<file path="src/rtl/mc14500_pkg.sv">
// Shared types for the MC14500 instruction fetch path.
package mc14500_pkg;

  localparam int unsigned OPCODE_WIDTH = 4;

  typedef enum logic [OPCODE_WIDTH-1:0] {
    NOPO = 4'h0,
    LD   = 4'h1,
    LDC  = 4'h2,
    AND  = 4'h3,
    ANDC = 4'h4,
    OR   = 4'h5,
    ORC  = 4'h6,
    XNOR = 4'h7,
    STO  = 4'h8,
    STOC = 4'h9,
    IEN  = 4'hA,
    OEN  = 4'hB,
    JMP  = 4'hC,
    RTN  = 4'hD,
    SKZ  = 4'hE,
    NOPF = 4'hF
  } opcode_e;

  typedef enum logic [2:0] {
    WAIT_LOW = 3'd0,
    IDLE     = 3'd1,
    FETCH    = 3'd2,
    ISSUE    = 3'd3,
    RELEASE  = 3'd4
  } fetch_state_e;

endpackage

</file>
<file path="src/rtl/handshake_sync.sv">
// Multi-flop synchronizer for an asynchronous handshake line.
module handshake_sync #(
  parameter int unsigned SYNC_STAGES = 2
) (
  input  logic clk,
  input  logic rst_n,
  input  logic d,
  output logic q
);

  logic [SYNC_STAGES-1:0] sync_ff;

  // Shift the async level through the chain; reset to idle-low.
  always_ff @(posedge clk or negedge rst_n) begin
    if (!rst_n) sync_ff <= '0;
    else        sync_ff <= {sync_ff[SYNC_STAGES-2:0], d};
  end

  assign q = sync_ff[SYNC_STAGES-1];

endmodule

</file>
<file path="src/rtl/fetch_responder.sv">
// Fetch responder: services PC address requests, reads ROM, issues the instruction to the ALU stage.
module fetch_responder
  import mc14500_pkg::*;
#(
  parameter int unsigned ADDR_WIDTH    = 8,
  parameter int unsigned OPERAND_WIDTH = 4,
  parameter int unsigned ROM_LATENCY   = 1,
  parameter int unsigned SYNC_STAGES   = 2
) (
  input  logic                                clk,
  input  logic                                rst_n,
  input  logic                                req_in,
  input  logic [ADDR_WIDTH-1:0]               address_in,
  output logic                                ack_out,
  output logic                                rom_rd,
  output logic [ADDR_WIDTH-1:0]               rom_addr,
  input  logic [OPCODE_WIDTH+OPERAND_WIDTH-1:0] rom_data,
  output logic [OPCODE_WIDTH-1:0]             opcode,
  output logic [OPERAND_WIDTH-1:0]            operand,
  output logic                                req_out,
  input  logic                                ack_in,
  output logic                                pc_write,
  output logic [ADDR_WIDTH-1:0]               pc_address,
  output logic                                flag_o,
  output logic                                flag_f
);

  // The counter times both the ROM latency and the synchronizer fill after reset.
  localparam int unsigned CNT_MAX = (ROM_LATENCY > SYNC_STAGES) ? ROM_LATENCY : SYNC_STAGES;
  localparam int unsigned CNT_W   = $clog2(CNT_MAX + 1);

  fetch_state_e state, state_d;
  logic [CNT_W-1:0] cnt, cnt_d;
  logic req_s, ack_s;

  logic                     rom_rd_d, req_out_d, ack_out_d, pc_write_d, flag_o_d, flag_f_d;
  logic [ADDR_WIDTH-1:0]    rom_addr_d, pc_address_d;
  logic [OPCODE_WIDTH-1:0]  opcode_d;
  logic [OPERAND_WIDTH-1:0] operand_d;

  opcode_e                  rom_op;
  logic [OPERAND_WIDTH-1:0] rom_opnd;

  assign rom_op   = opcode_e'(rom_data[OPERAND_WIDTH +: OPCODE_WIDTH]);
  assign rom_opnd = rom_data[OPERAND_WIDTH-1:0];

  handshake_sync #(.SYNC_STAGES(SYNC_STAGES)) u_req_sync (
    .clk(clk), .rst_n(rst_n), .d(req_in), .q(req_s)
  );

  handshake_sync #(.SYNC_STAGES(SYNC_STAGES)) u_ack_sync (
    .clk(clk), .rst_n(rst_n), .d(ack_in), .q(ack_s)
  );

  // State and registered outputs.
  always_ff @(posedge clk or negedge rst_n) begin
    if (!rst_n) begin
      state      <= WAIT_LOW;
      cnt        <= '0;
      rom_rd     <= 1'b0;
      rom_addr   <= '0;
      opcode     <= '0;
      operand    <= '0;
      pc_write   <= 1'b0;
      pc_address <= '0;
      flag_o     <= 1'b0;
      flag_f     <= 1'b0;
      req_out    <= 1'b0;
      ack_out    <= 1'b0;
    end else begin
      state      <= state_d;
      cnt        <= cnt_d;
      rom_rd     <= rom_rd_d;
      rom_addr   <= rom_addr_d;
      opcode     <= opcode_d;
      operand    <= operand_d;
      pc_write   <= pc_write_d;
      pc_address <= pc_address_d;
      flag_o     <= flag_o_d;
      flag_f     <= flag_f_d;
      req_out    <= req_out_d;
      ack_out    <= ack_out_d;
    end
  end

  // Next-state and next-output logic.
  always_comb begin
    state_d      = state;
    cnt_d        = cnt;
    rom_rd_d     = 1'b0;
    rom_addr_d   = rom_addr;
    opcode_d     = opcode;
    operand_d    = operand;
    pc_write_d   = pc_write;
    pc_address_d = pc_address;
    flag_o_d     = 1'b0;
    flag_f_d     = 1'b0;
    req_out_d    = req_out;
    ack_out_d    = ack_out;

    unique case (state)
      // Let the synchronizer fill first so a req_in held through reset is seen and skipped.
      WAIT_LOW: begin
        if (cnt < CNT_W'(SYNC_STAGES)) cnt_d = cnt + CNT_W'(1);
        else if (!req_s)               state_d = IDLE;
      end
      IDLE: begin
        if (req_s) begin
          rom_addr_d = address_in;
          rom_rd_d   = 1'b1;
          cnt_d      = '0;
          state_d    = FETCH;
        end
      end
      FETCH: begin
        if (cnt == CNT_W'(ROM_LATENCY)) begin
          opcode_d   = rom_op;
          operand_d  = rom_opnd;
          pc_write_d = (rom_op == JMP);
          if (rom_op == JMP) pc_address_d = ADDR_WIDTH'(rom_opnd);
          flag_o_d   = (rom_op == NOPO);
          flag_f_d   = (rom_op == NOPF);
          state_d    = ISSUE;
        end else begin
          cnt_d = cnt + CNT_W'(1);
        end
      end
      // First ISSUE cycle lets the data settle ahead of req_out.
      ISSUE: begin
        if (!req_out) begin
          req_out_d = 1'b1;
        end else if (ack_s) begin
          req_out_d = 1'b0;
          ack_out_d = 1'b1;
          state_d   = RELEASE;
        end
      end
      RELEASE: begin
        if (!ack_s && !req_s) begin
          ack_out_d = 1'b0;
          state_d   = IDLE;
        end
      end
      default: state_d = WAIT_LOW;
    endcase
  end

endmodule

</file>
<file path="config.mk">
export PLATFORM = sky130hd
export DESIGN_NAME = fetch_responder
export DESIGN_NICKNAME = d
export VERILOG_FILES = /design/src/rtl/mc14500_pkg.sv /design/src/rtl/handshake_sync.sv /design/src/rtl/fetch_responder.sv
export SDC_FILE = /design/constraint.sdc
export NUM_CORES = 1
export LEC_CHECK = 0
export CAP_MARGIN = 20
export CORE_ASPECT_RATIO = 1.2
export CORE_MARGIN = 2
export CORE_UTILIZATION = 25
export CTS_CLUSTER_DIAMETER = 30
export DETAILED_ROUTE_END_ITERATION = 8
export HOLD_SLACK_MARGIN = 0.15
export PLACE_DENSITY = 0.55
export SLEW_MARGIN = 15
export SYNTH_ARGS = -nofsm -noshare
export SYNTH_HDL_FRONTEND = slang
export SYNTH_HIERARCHICAL = 1
export SYNTH_SLANG_ARGS = --single-unit
</file>
<file path="constraint.sdc">
create_clock -name clk -period 2.1 [get_ports clk]
set_input_delay 0.21 -clock clk [delete_from_list [all_inputs] [get_ports clk]]
set_output_delay 0.21 -clock clk [all_outputs]
set_load 0.05 [all_outputs]
</file>
==> summary.md <==
| Metric | Value |
|---|---|
| Drc violations | `0` |
| Ant. Diodes | `0` |
| Initial antenna violation count | `0` |
| Fill cells | `536` |
| Vias in the first global route | `1,063` |
| Initial DRC Count | `57` |
| Outcome | `finished, final reports clean` |
| Gr ovfl total | `0` |
| Chip Height | `88.2 um` |
| Vias/cell | `4.23` |
| Critical path data arrival time | `1.95 ns` |
| CTS Buf Count | `5` |
| Hold slack | `0.352 ns` |
| HPWL Detailed | `2.30 mm` |
| Setup_tns | `0 ns` |
| Endpoint class of the critical path | `flop` |
| DRT Pass-1 Iters | `3` |
| Std cell rows | `30` |
| Post-detailed-routing wire length | `3.15 mm` |
| IO Pins | `50` |
| Fin util | `37.4%` |
| IO buf count | `45` |
| Yosys cell types | `28` |
| Min-Delay Endpoint | `u_ack_sync/sync_ff[1]$_DFF_PN0_` |
| Pwr Total | `3640 uW` |
| Initial Util | `26.0%` |
| Worst-path clk slew | `0.07 ns` |
| Largest fanout on the critical path | `5` |
| Max-slew headroom | `47.4%` |
| Hold Fails Final Rpt | `0` |
| Worst Skew | `0.00608 ns` |
| Synth Register Bits | `35` |
| Area occupied by multi-input gates | `543 um^2` |
| GRT Util Overall | `10.4%` |
| VDD IR max | `0.632 mV` |
| Setup Viol. Count Final | `0` |
| Fmax | `561 MHz` |
| Die Wd | `74.2 um` |
| Pin count of the biggest net entering global routing | `36` |
| Wire per inst | `13.0 um` |
| Mapped Area | `1480 um^2` |
| RSZ-0062 raised after global routing | `no` |
| CP max stage cell | `dfrtp_1` |
| Worst Setup Start Kind | `flop` |
| Leakage | `0.000893 uW` |
| FF-to-FF End | `pc_address[2]$_DFFE_PN0P_` |
| FF-to-FF path depth | `6` |
| Hold path cells | `0` |
| H-tree levels | `2` |
| Period Utilization, post-route | `84.9%` |
| Root Driver | `clkbuf_8` |
| Reg area | `876 um^2` |
| Clock period minus worst slack | `1.78 ns` |
| Skew-Pair Late Insertion Delay | `0.28 ns` |
| Synth-to-Final Area Change | `43.7%` |
| Post-synthesis sequential area ratio | `59.3%` |
| Core ar. | `5670 um^2` |
| R2R setup slack | `0.32 ns` |
| Max-cap viol count | `0` |
| Total die area | `6540 um^2` |
| Post_cts resized | `0` |
| Clk buf depth | `2` |
| Req. time, crit path | `2.27 ns` |
| Worst reg2reg startpoint | `cnt[1]$_DFFE_PN0P_` |
| Sink Count | `35` |
| Critical-path cell list | `inv_1, ha_1, and4bb_2, nand3_4, nor3_4, mux2_2` |
| Nets | `183` |
| First-pass GRT wire length | `5.11 mm` |
| Yosys warns | `6` |
| Vias | `1,027` |
| Layout cells sized above 1 | `23.9%` |
| Final Max Tran Viols | `0` |
| Worst hold start | `u_ack_sync/sync_ff[0]$_DFF_PN0_` |
| Max incr delay on CP | `0.38 ns` |
| Worst slew pin tran | `0.789 ns` |
| Cells after synthesis | `112` |
| Worst Setup Path Type | `reg -> reg` |
| Placer congestion estimate | `0.775` |
| Synth Area per Inst | `13.2 um^2` |
| Hold Crit Class | `reg -> reg` |
| PD cells | `1710 nW/um^2` |
| Detail Route Antenna Nets | `0` |
| CTS tree | `built` |
==> critical path: cells and delay by family (launching register included) <==
kind / cells / cell delay (ns)
fa+ha+maj: 1 / 0.21
buf+inv: 1 / 0.09
flops: 1 / 0.38
mux: 1 / 0.38
simple gates: 3 / 0.62
==> cell usage in the layout (no fill, tap or decap) <==
master	count
nor2b_1	2
and4bb_2	1
clkdlybuf4s50_1	44
clkbuf_8	6
ha_1	1
nand3_1	2
buf_4	3
inv_1	2
dfrtp_1	35
a21oi_1	6
nor3_4	1
mux2_2	23
bufinv_16	1
o22a_1	1
buf_2	1
clkinv_2	1
nor3_1	1
dlygate4sd3_1	1
nor3b_1	1
a21o_1	2
or4_1	1
o21a_1	2
nand2b_1	2
o21ai_0	6
a31oi_1	1
conb_1	4
nor2_1	5
nand2_1	4
or3_1	1
nor3_2	1
nand3_4	1
==> timing repair <==
| action | CTS | global route |
|---|---|---|
| hold buffers | 1 | 0 |
| buffers inserted | 0 | 0 |
| endpoints found under the hold margin | 35 | 0 |
| endpoints found under the setup margin | 0 | 0 |
==> cells in the mapped netlist, drive strengths merged <==
cell     n  share of area, %
nor3b    1              0.51
mux2    23                18
conb     1              0.25
buf      8               3.8
nor2     5               1.3
o21ai    6               2.0
a21oi    6               2.0
nand2    4               1.0
a21o     2               1.0
inv      2              0.51
o22a     1              0.59
clkbuf   1              0.34
nor2b    2              0.85
or4      1              0.51
nand3    3               1.9
dfrtp   35                59
ha       1              0.85
nor3     3               2.1
and4bb   1              0.85
a31oi    1              0.42
o21a     2               1.0
or3      1              0.42
nand2b   2              0.85
==> power by group <==
part	leakage, uW	total [uW]	switching [uW]	internal [uW]
Sequential	0.000432	1120	178	939
Clock	0.0000612	612	228	384
Combinational	0.000399	1910	1160	747
Total	0.000893	3640	1570	2070
==> sequential cells by signal, indices dropped and copies added (netlist names), 2 cells and up <==
signal / cells
rom_addr: 8
opcode: 4
operand: 4
pc_address: 4
state: 3
cnt: 2
u_ack_sync/sync_ff: 2
u_req_sync/sync_ff: 2
==> metrics by stage <==
step           instance area, um^2  std cells  worst slack, ns
2_1_floorplan                 1490        115            0.372
4_1_cts                       2120        243            0.289
3_5_place_dp                  1990        234            0.294
5_1_grt                       2120        243            0.209
3_3_place_gp                  1990        234            0.393
6_report                      2120        243            0.316
==> metal layers <==
metal	share of wire (%)	global-route usage [%]	routed length (um)
met5	0	0	0
met1	40	12.3	1260
met2	52	17.2	1650
met3	6.0	3.80	189
met4	1.6	3.97	51
==> worst max path at each step <==
stage                  startpoint                        end  slack, ns  cells past startpoint
6_report       cnt[1]$_DFFE_PN0P_  pc_address[2]$_DFFE_PN0P_       0.32                      6
2_1_floorplan  cnt[1]$_DFFE_PN0P_  pc_address[0]$_DFFE_PN0P_       0.37                      7
3_3_place_gp   cnt[1]$_DFFE_PN0P_  pc_address[2]$_DFFE_PN0P_       0.39                      6
5_1_grt        cnt[1]$_DFFE_PN0P_  pc_address[2]$_DFFE_PN0P_       0.21                      6
4_1_cts        cnt[1]$_DFFE_PN0P_  pc_address[2]$_DFFE_PN0P_       0.29                      6
3_5_place_dp   cnt[1]$_DFFE_PN0P_  pc_address[2]$_DFFE_PN0P_       0.29                      6
==> area by class of cell <==
class / instances / area share (%)
sequential: 35 / 41.3
tap: 80 / 4.72
timing repair buffer: 49 / 22.5
multi-input combinational: 69 / 25.6
clock inverter: 2 / 1.65
clock buffer: 6 / 3.89
inverter: 2 / 0.354
==> logic make-up after synthesis <==
family / after synthesis / share of synthesized area (%)
flops: 35 / 59.3
mux: 23 / 17.5
simple gates: 23 / 10.3
compound gates: 18 / 7.12
buf+inv: 11 / 4.66
fa+ha+maj: 1 / 0.847
other cells: 1 / 0.254
No activity file was read; power rests on OpenSTA's default activity.
